### src/rtl/mem_stage.sv
// MEM pipeline stage: registers the EX->MEM bus, extends sync-RAM load data, and
// holds returned load data in a buffer while WB back-pressures.
module mem_stage #(
   parameter int EX_MEM_BUS_W = 173,
   parameter int MEM_WB_BUS_W = 199,
   parameter int MEM_ID_BUS_W = 39
) (
   input  logic                    clk,
   input  logic                    reset,
   input  logic                    flush,
   input  logic                    ex_to_mem_valid,
   output logic                    mem_allowin,
   input  logic [EX_MEM_BUS_W-1:0] ex_to_mem_bus,
   input  logic [31:0]             data_sram_rdata,
   output logic                    mem_to_ex_bus,
   output logic [MEM_ID_BUS_W-1:0] mem_to_id_bus,
   input  logic                    wb_allowin,
   output logic                    mem_to_wb_valid,
   output logic [MEM_WB_BUS_W-1:0] mem_to_wb_bus
);

   typedef struct packed {
      logic [31:0] pc;
      logic        res_from_mem;
      logic        rf_we;
      logic [4:0]  rf_waddr;
      logic [31:0] alu_result;
      logic [31:0] rkd_value;
      logic [1:0]  addr_lo;
      logic        op_b;
      logic        op_h;
      logic        op_u;
      logic        csr_re;
      logic        csr_we;
      logic [13:0] csr_num;
      logic [31:0] csr_wmask;
      logic        ertn_flush;
      logic        excep_en;
      logic [5:0]  ecode;
      logic [8:0]  esubcode;
   } ex_mem_t;

   typedef enum logic {LIVE, HELD} hold_t;

   ex_mem_t     in_bus;
   ex_mem_t     r;
   logic        mem_valid;
   logic        mem_ready_go;
   hold_t       state_q, state_d;
   logic [31:0] rdata_buf;
   logic        capture;
   logic [31:0] word;
   logic [7:0]  ld_byte;
   logic [15:0] ld_half;
   logic [31:0] load_ext;
   logic [31:0] final_result;

   assign in_bus          = ex_to_mem_bus;
   assign mem_ready_go    = 1'b1;
   assign mem_allowin     = ~mem_valid | (mem_ready_go & wb_allowin);
   assign mem_to_wb_valid = mem_valid & mem_ready_go;
   assign mem_to_ex_bus   = mem_valid & (r.excep_en | r.ertn_flush);

   always_ff @(posedge clk) begin
      if (reset)            mem_valid <= 1'b0;
      else if (flush)       mem_valid <= 1'b0;
      else if (mem_allowin) mem_valid <= ex_to_mem_valid;
   end

   always_ff @(posedge clk) begin
      if (reset)                                r <= '0;
      else if (ex_to_mem_valid && mem_allowin)  r <= in_bus;
   end

   // Capture only while the load is stuck in MEM; faulting instructions never capture.
   assign capture = mem_valid & r.res_from_mem & ~r.excep_en & ~(mem_to_wb_valid & wb_allowin);

   always_ff @(posedge clk) begin
      if (reset) state_q <= LIVE;
      else       state_q <= state_d;
   end

   always_comb begin
      state_d = state_q;
      case (state_q)
         LIVE: if (capture && !flush)       state_d = HELD;
         HELD: if (flush || wb_allowin)     state_d = LIVE;
         default:                           state_d = LIVE;
      endcase
   end

   always_ff @(posedge clk) begin
      if (reset)                              rdata_buf <= '0;
      else if (state_q == LIVE && capture)    rdata_buf <= data_sram_rdata;
   end

   assign word = (state_q == HELD) ? rdata_buf : data_sram_rdata;

   always_comb begin
      ld_byte = word[7:0];
      case (r.addr_lo)
         2'd0:    ld_byte = word[7:0];
         2'd1:    ld_byte = word[15:8];
         2'd2:    ld_byte = word[23:16];
         default: ld_byte = word[31:24];
      endcase
   end

   assign ld_half = r.addr_lo[1] ? word[31:16] : word[15:0];

   always_comb begin
      load_ext = word;
      if (r.op_b)      load_ext = {{24{~r.op_u & ld_byte[7]}}, ld_byte};
      else if (r.op_h) load_ext = {{16{~r.op_u & ld_half[15]}}, ld_half};
   end

   assign final_result = r.res_from_mem ? load_ext : r.alu_result;

   assign mem_to_id_bus = {r.csr_re & mem_valid, r.rf_we & mem_valid, r.rf_waddr, final_result};

   assign mem_to_wb_bus = {r.pc, r.rf_we & mem_valid, r.rf_waddr, final_result, r.rkd_value,
                           r.csr_re, r.csr_we, r.csr_num, r.csr_wmask, r.ertn_flush, r.excep_en,
                           r.ecode, r.esubcode, r.alu_result};

endmodule
### config.mk
export PLATFORM = sky130hd
export DESIGN_NAME = mem_stage
export DESIGN_NICKNAME = d
export VERILOG_FILES = /design/src/rtl/mem_stage.sv
export SDC_FILE = /design/constraint.sdc
export NUM_CORES = 1
export LEC_CHECK = 0
export CORE_AREA = 2 2 176 178
export DETAILED_ROUTE_END_ITERATION = 8
export DIE_AREA = 0 0 178 180
export GPL_ROUTABILITY_DRIVEN = 0
export GPL_TIMING_DRIVEN = 1
export PLACE_DENSITY = 0.67
export SLEW_MARGIN = 20
export SYNTH_ARGS = -nofsm -noshare
export SYNTH_HDL_FRONTEND = slang
export SYNTH_SLANG_ARGS = --single-unit
### constraint.sdc
create_clock -name clk -period 3.1 [get_ports clk]
set_input_delay 0.31 -clock clk [delete_from_list [all_inputs] [get_ports clk]]
set_output_delay 0.31 -clock clk [all_outputs]
set_load 0.02 [all_outputs]
# Word level (Yosys, flattened, before mapping)
# Index checks and enable logic that the tools add are counted.
# op_classes
n_eq_ne,2
bitwise_logic,16
mux,9
n_reduce_logical,7
# op_table
op,n
32-bit two-way mux,4
8-bit one-hot mux with 3 select lines,1
16-bit two-way mux,1
1-bit bitwise AND,9
1-bit inverter,5
1-bit logical AND,3
2-bit by 1-bit == test with 1-bit output (second input constant),1
2-bit == test (second input constant),1
2-bit zero test,1
1-bit two-way mux,2
1-bit bitwise OR,2
1-bit one-hot mux with 2 select lines,1
2-bit OR reduction,1
1-bit zero test,1
1-bit logical OR,1
# totals
reg_bits,207
in_bits,210

# Longest topological paths before layout
# Gate-level depths: netlist of run 1.
# logic_depth
ltp_word,6
depth_mapped,8
depth_no_buf,4

# Worst setup path after synthesis of run 1
# Ideal clock, no wire load.
# synth_timing
path_kind,register -> output
start,reg state_q
end,out mem_to_wb_bus[145]
slack_ns,0.628
path_stages_with_launch,7
arrival_time_ns,2.162
path_cell_list,dfxtp_1 > buf_6 > mux2_1 > mux4_2 > a2bb2oi_4 > o311ai_0 > buf_4
# synth_via
elab_chain_len,6
elab_cells_between_ends,8
# synth_lines
item,line_no,rtl
"start, declared",49,"hold_t state_q, state_d;"
"start signal, assigned",80,else state_q <= state_d;
32-bit two-way mux (*),97,assign word = (state_q == HELD) ? rdata_buf : data_sram_rdata;
16-bit two-way mux,109,assign ld_half = r.addr_lo[1] ? word[31:16] : word[15:0];
1-bit bitwise AND,114,"else if (r.op_h) load_ext = {{16{~r.op_u & ld_half[15]}}, ld_half};"
32-bit two-way mux,114,
32-bit two-way mux (*),113,"if (r.op_b) load_ext = {{24{~r.op_u & ld_byte[7]}}, ld_byte};"
32-bit two-way mux (*),117,assign final_result = r.res_from_mem ? load_ext : r.alu_result;
"end, declared",19,output logic [MEM_WB_BUS_W-1:0] mem_to_wb_bus
# Every way passes the cells marked *; elsewhere a longest branch is shown, timed or not.

# Worst setup path after layout of run 1
# layout_timing
start,reg state_q
end,out mem_to_id_bus[20]
# layout_via
elab_chain_len,6
elab_cells_between_ends,8
# layout_lines
item,line_no,rtl
32-bit two-way mux (*),97,
16-bit two-way mux,109,
1-bit bitwise AND,114,
32-bit two-way mux,114,
32-bit two-way mux (*),113,
32-bit two-way mux (*),117,
"end, declared",16,"output logic [MEM_ID_BUS_W-1:0] mem_to_id_bus,"
# Marks and branches as above.

==> flow_summary.yaml, run 1 <==
sta:
  final_max_slew_viol_count: 0
  fin_crit_sh: 0.965
  setup_viol: 0
  post-route-min-period_ns: 2.99
  hold_violations: 0
  rsz0062_at_grt: "false"
  fmax_mhz: 334
  max_slew_margin: 0.427
  fin_ws_ns: 0.109
  hold_ws_ns: 0.331
  worstMarginPinSlew_ns: 0.859
  finalClockSkew_ns: 0.00700
  fin_tns_setup_ns: 0
critical_path:
  r2r_slack_ns: 0.69
  critPathMaxFanout: 16
  cp-end-kind: "output port"
  reg2reg_depth: 5
  cp-start-kind: "flip-flop"
  cp.arrival_ns: 2.68
  required_ns: 2.79
  r2r-start: "r[140]"
  reg2reg_to: "state_q"
  path_class: "reg2out"
global_route:
  overflow: 0
  grt_pass1_vias: 8758
  antenna_found_initial: 1
  grt_max_degree: 104
  grt_pass1_wl_mm: 49.1
  grtUsageTotal: 0.191
floorplanning:
  initial_core_util: 0.329
  fp.dieW_um: 178
  die_area_mm2: 0.0320
  coreArea_mm2: 0.0302
  die_h_um: 180
  ios: 451
  rows: 64
routing:
  drt_iter0_drc: 477
  ant_nets: 0
  first_pass_iters: 5
  routed_wirelength_mm: 32.3
  drc: 0
  route.detailed.wl_per_inst_um: 16.8
  via_per_inst: 4.71
  vias: 9066
synthesis:
  ys.flop_type: "dfxtp_1"
  netlist_area_mm2: 0.00993
  synth.largest_area_cell: "dfxtp_1"
  synth_top_area_frac: 0.417
  avgSynthCellArea_um2: 7.66
  ys_seq_area_frac: 0.417
  yosys_warnings: 0
  synth_area_leaders: "dfxtp_1 (42%), nand2_1 (16%), buf_4 (15%)"
  ys_ff_latch: 207
  synth-edff-count: 0
  synth_nets: 1506
  synthCells: 1296
  yosysUniqueCellTypes: 40
  async_flop_share: 0
layout:
  multiInputGateArea_mm2: 0.00393
  final_cells: 1923
  syn2layout_area_growth_pct: 42.5
  utilization: 0.469
  seqCellArea_mm2: 0.00415
  final_cell_area_mm2: 0.0142
  nFillCells: 2963
  final_nets: 1719
  drive_above_1_share: 0.0898
placed_design:
  dpl_worst_slack_ns: -0.0229
  dpl_cell_area_mm2: 0.0134
  numPortBuffers: 450
  dp_cells: 1878
  dp_hpwl_mm: 23.6
run_status:
  status: "finished, final reports clean"
hold_path:
  min_path_cells: 2
  hp-class: "in2reg"
  hold_path.startpoint: "reset"
  min_to: "mem_to_wb_bus[179]"
cts:
  cts_setup_buffers: 0
  clkSlewWorstSetupHoldPaths_ns: 0.06
  cts.path.max_buffers: 3
  clkSinkCount: 207
  root_buffer: "clkbuf_16"
  clk_latency_ns: 0.52
  cts_tree: "done"
  cts_max_level: 1
  cts_buffers: 24
power:
  p_total_mw: 7.13
  p_per_area_mw_per_mm2: 504
  power.leakage_nw: 5.39
  ir_worst_vdd_v: 0.000370
flow_run:
  maxCapViolCount: 0
==> flip-flops by register name, summed over array words and instances (netlist names) <==
signal	count
r	7
mem_to_id_bus	5
state_q	1
rdata_buf	32
mem_to_wb_bus	161
mem_to_wb_valid	1
==> worst max-delay path by stage <==
stage | start | endpoint
6_report | state_q | mem_to_id_bus[20]
2_1_floorplan | state_q | mem_to_wb_bus[145]
3_3_place_gp | data_sram_rdata[15] | mem_to_wb_bus[147]
4_1_cts | state_q | mem_to_wb_bus[130]
3_5_place_dp | data_sram_rdata[23] | mem_to_id_bus[20]
5_1_grt | state_q | mem_to_wb_bus[131]
==> report_power, final <==
group | internal, mW | switching [mW] | total [mW]
Combinational | 0.690 | 0.724 | 1.41
Clock | 1.70 | 1.13 | 2.84
Sequential | 2.79 | 0.0876 | 2.88
Total | 5.19 | 1.95 | 7.13
==> logic make-up after synthesis <==
family | Yosys count | share of synthesized area
AO/OA/AOI/OAI | 264 | 0.150
AND/OR/NAND/NOR | 477 | 0.191
flip-flops | 207 | 0.417
buffers and inverters | 307 | 0.195
multiplexers | 41 | 0.0466
==> worst max-delay path, cell delays in order, from the launching register on <==
cell           delay [ns]
dfxtp_4              0.44
mux2_1               0.38
mux4_2               0.51
a2bb2oi_4            0.18
buf_12               0.15
o311ai_1             0.15
dlygate4sd2_1        0.37
==> synth_stat cells (3+ instances only) <==
library cell	instances
a2111oi_0	5
a21oi_1	216
a22o_1	5
and2_1	4
buf_1	4
buf_2	4
buf_4	204
clkbuf_1	76
dfxtp_1	207
inv_1	17
mux2_2	13
mux2i_1	23
nand2_1	423
nand2b_1	16
nand3_1	3
nor2_1	17
nor2b_1	4
o221ai_1	8
o22ai_1	5
o311ai_0	6
o311ai_1	7
or2_2	5
==> final cells by class <==
cell class	count	share of cell area
timing repair buffer	477	0.332
inverter	17	0.00451
multi-input combinational	782	0.278
antenna	1	0.000177
sequential	207	0.293
clock buffer	37	0.0545
clock inverter	6	0.00239
tap	396	0.0350
==> timing repair <==
item | 4_1_cts | 5_1_grt
gates cloned | 0 | 1
pin swaps | 0 | 0
setup endpoints to repair | 60 | 38
hold buffers | 0 | 0
resized for setup | 80 | 71
==> cell usage in the layout (no fill, tap or decap), types with 5 or more instances in the layout <==
cell type        Yosys  final
inv_1               17     17
clkdlybuf4s50_1      0    397
clkinv_2             0      5
o22ai_1              5      5
nand2b_1            16     15
buf_4              204     17
or2_2                5      5
clkbuf_8             0     10
buf_12               0      9
dfxtp_1            207    203
o311ai_1             7      9
dlygate4sd2_1        0     25
o221ai_1             8      8
mux2_2              13     13
nor2_1              17     17
a21oi_1            216    215
mux2i_2              0      8
a22o_1               5      5
nand2_1            423    421
mux2i_1             23     13
clkbuf_2             0     22
clkbuf_16            0     26
==> routing by layer <==
metal	vias to the layer above	wire length, um	track usage
li1	4449	-	-
met3	70	3130	0.0596
met4	0	1360	0.0830
met1	4143	12100	0.214
met2	404	15700	0.332
met5	-	0	0
Power figures use the tool's default switching activity.
==> inputs of run 2 (changes only) <==
--- a/config.mk
+++ b/config.mk
@@ -10,7 +10,8 @@
 export DIE_AREA = 0 0 178 180
 export GPL_ROUTABILITY_DRIVEN = 0
 export GPL_TIMING_DRIVEN = 1
-export PLACE_DENSITY = 0.67
+export MAX_ROUTING_LAYER = met4
+export PLACE_DENSITY = 0.7
 export SLEW_MARGIN = 20
 export SYNTH_ARGS = -nofsm -noshare
 export SYNTH_HDL_FRONTEND = slang
==> run 2 against run 1 <==
Net effect:
- power shrank 0.59%
- register-to-register slack gained 0.34 ns
- critical path type unchanged
- worst hold slack lost 0.022 ns
==> flow_summary.yaml, run 2 (synthesis results as in run 1) <==
routing:
  ant_nets: 0
  drt_iter0_drc: 454
  via_per_inst: 4.75
  drc: 0
  routed_wirelength_mm: 31.9
  first_pass_iters: 5
  vias: 9132
  route.detailed.wl_per_inst_um: 16.6
placed_design:
  numPortBuffers: 450
  dpl_cell_area_mm2: 0.0133
  dp_cells: 1876
  dpl_worst_slack_ns: 0.0255
  dp_hpwl_mm: 23.0
sta:
  fmax_mhz: 323
  hold_ws_ns: 0.308
  rsz0062_at_grt: "true"
  fin_crit_sh: 0.999
  hold_violations: 0
  worstMarginPinSlew_ns: 0.743
  post-route-min-period_ns: 3.10
  final_max_slew_viol_count: 0
  fin_ws_ns: 0.00240
  setup_viol: 0
  finalClockSkew_ns: 0.00666
  max_slew_margin: 0.491
layout:
  mostFrequentLayoutCell: "nand2_1"
  syn2layout_area_growth_pct: 42.4
  utilization: 0.468
  drive_above_1_share: 0.0827
  nFillCells: 2930
  final_nets: 1716
  final_cells: 1923
  largest_reg_flops: 161
  layout_common_cells: "nand2_1 (421), clkdlybuf4s50_1 (389), a21oi_1 (215), dfxtp_1 (204), clkbuf_16 (25)"
  final_cell_area_mm2: 0.0141
power:
  p_per_area_mw_per_mm2: 501
  ir_worst_vdd_v: 0.000364
  power.leakage_nw: 5.45
critical_path:
  reg2reg_depth: 5
  cp-start-kind: "flip-flop"
  cp.arrival_ns: 2.79
  path_class: "reg2out"
  required_ns: 2.79
  critPathMaxFanout: 10
  cp-end-kind: "output port"
hold_path:
  hp-class: "in2reg"
  min_path_cells: 2
global_route:
  grtUsageTotal: 0.197
  grt_pass1_wl_mm: 48.9
  grt_pass1_vias: 8849
  overflow: 0
  grt_max_degree: 114
  antenna_found_initial: 3
run_status:
  status: "finished, final reports clean"
cts:
  root_buffer: "clkbuf_16"
  ctsHoldBuffers: 0
  clk_latency_ns: 0.51
  clkSinkCount: 207
  clkSlewWorstSetupHoldPaths_ns: 0.06
  cts_setup_buffers: 0
  cts_tree: "done"
  cts_buffers: 24
  cts_max_level: 1
  cts.path.max_buffers: 3
floorplanning:
  die_area_mm2: 0.0320
  fp.dieW_um: 178
  initial_core_util: 0.329
  die_h_um: 180
  ios: 451
  coreArea_mm2: 0.0302
  rows: 64
flow_run:
  maxCapViolCount: 0
-- run 2: changes by cell type in the layout (fill, tap and decap cells not counted), moves of 3 or more --
cell	previous run	this run
buf_12	9	5
buf_4	17	20
dlymetal6s2s_1	1	9
clkdlybuf4s15_1	2	13
dlygate4sd2_1	25	22
clkbuf_2	22	9
clkdlybuf4s50_1	397	389
clkdlybuf4s15_2	2	5
-- run 2: final timing paths --
check,start,to,slack [ns]
worst max-delay path,state_q,mem_to_wb_bus[129],0.002
worst min-delay path,reset,mem_to_wb_bus[177],0.31
worst min register to register,mem_to_wb_bus[83],mem_to_wb_bus[83],0.45
worst max register to register,r[140],state_q,1.03
-- run 2: per-layer routing --
metal / global-route usage / routed length, um / vias to the layer above
met5: - / 0 / -
met4: 0.0754 / 1290 / 0
met1: 0.225 / 12400 / 4228
li1: - / - / 4439
met2: 0.330 / 15400 / 396
met3: 0.0486 / 2810 / 69
-- run 2: per-stage QoR --
step | TNS, ns | power (mW)
final | 0 | 7.09
after global routing | -0.233 | 7.39
after CTS | -0.0355 | 7.18
after detailed placement | 0 | 4.39
after global placement | 0 | 4.37
after floorplan | 0 | 3.78
-- run 2: area by class of cell --
type / count / area [um2] / share of cell area
multi-input combinational: 782 / 3940 / 0.278
clock buffer: 37 / 751 / 0.0531
antenna: 3 / 7.51 / 0.000531
sequential: 207 / 4150 / 0.293
inverter: 17 / 63.8 / 0.00451
timing repair buffer: 474 / 4700 / 0.332
tap: 396 / 495 / 0.0350
clock inverter: 7 / 40.0 / 0.00283
-- run 2: power by group --
part	internal [mW]	switching, mW	leakage, nW
sequential	2.79	0.0859	1.70
clock	1.66	1.14	0.390
combinational	0.688	0.726	3.36
-- run 2: what timing repair did --
action / CTS / global route
cloned: 0 / 0
gates resized for setup: 88 / 57
setup endpoints to repair: 63 / 39
-- run 2: critical path, cell delays in order (launching register included) --
cell and delay, ns:
dfxtp_4 0.46, mux2i_1 0.67, a2111oi_0 0.24, or2_2 0.36, clkdlybuf4s50_1 0.54
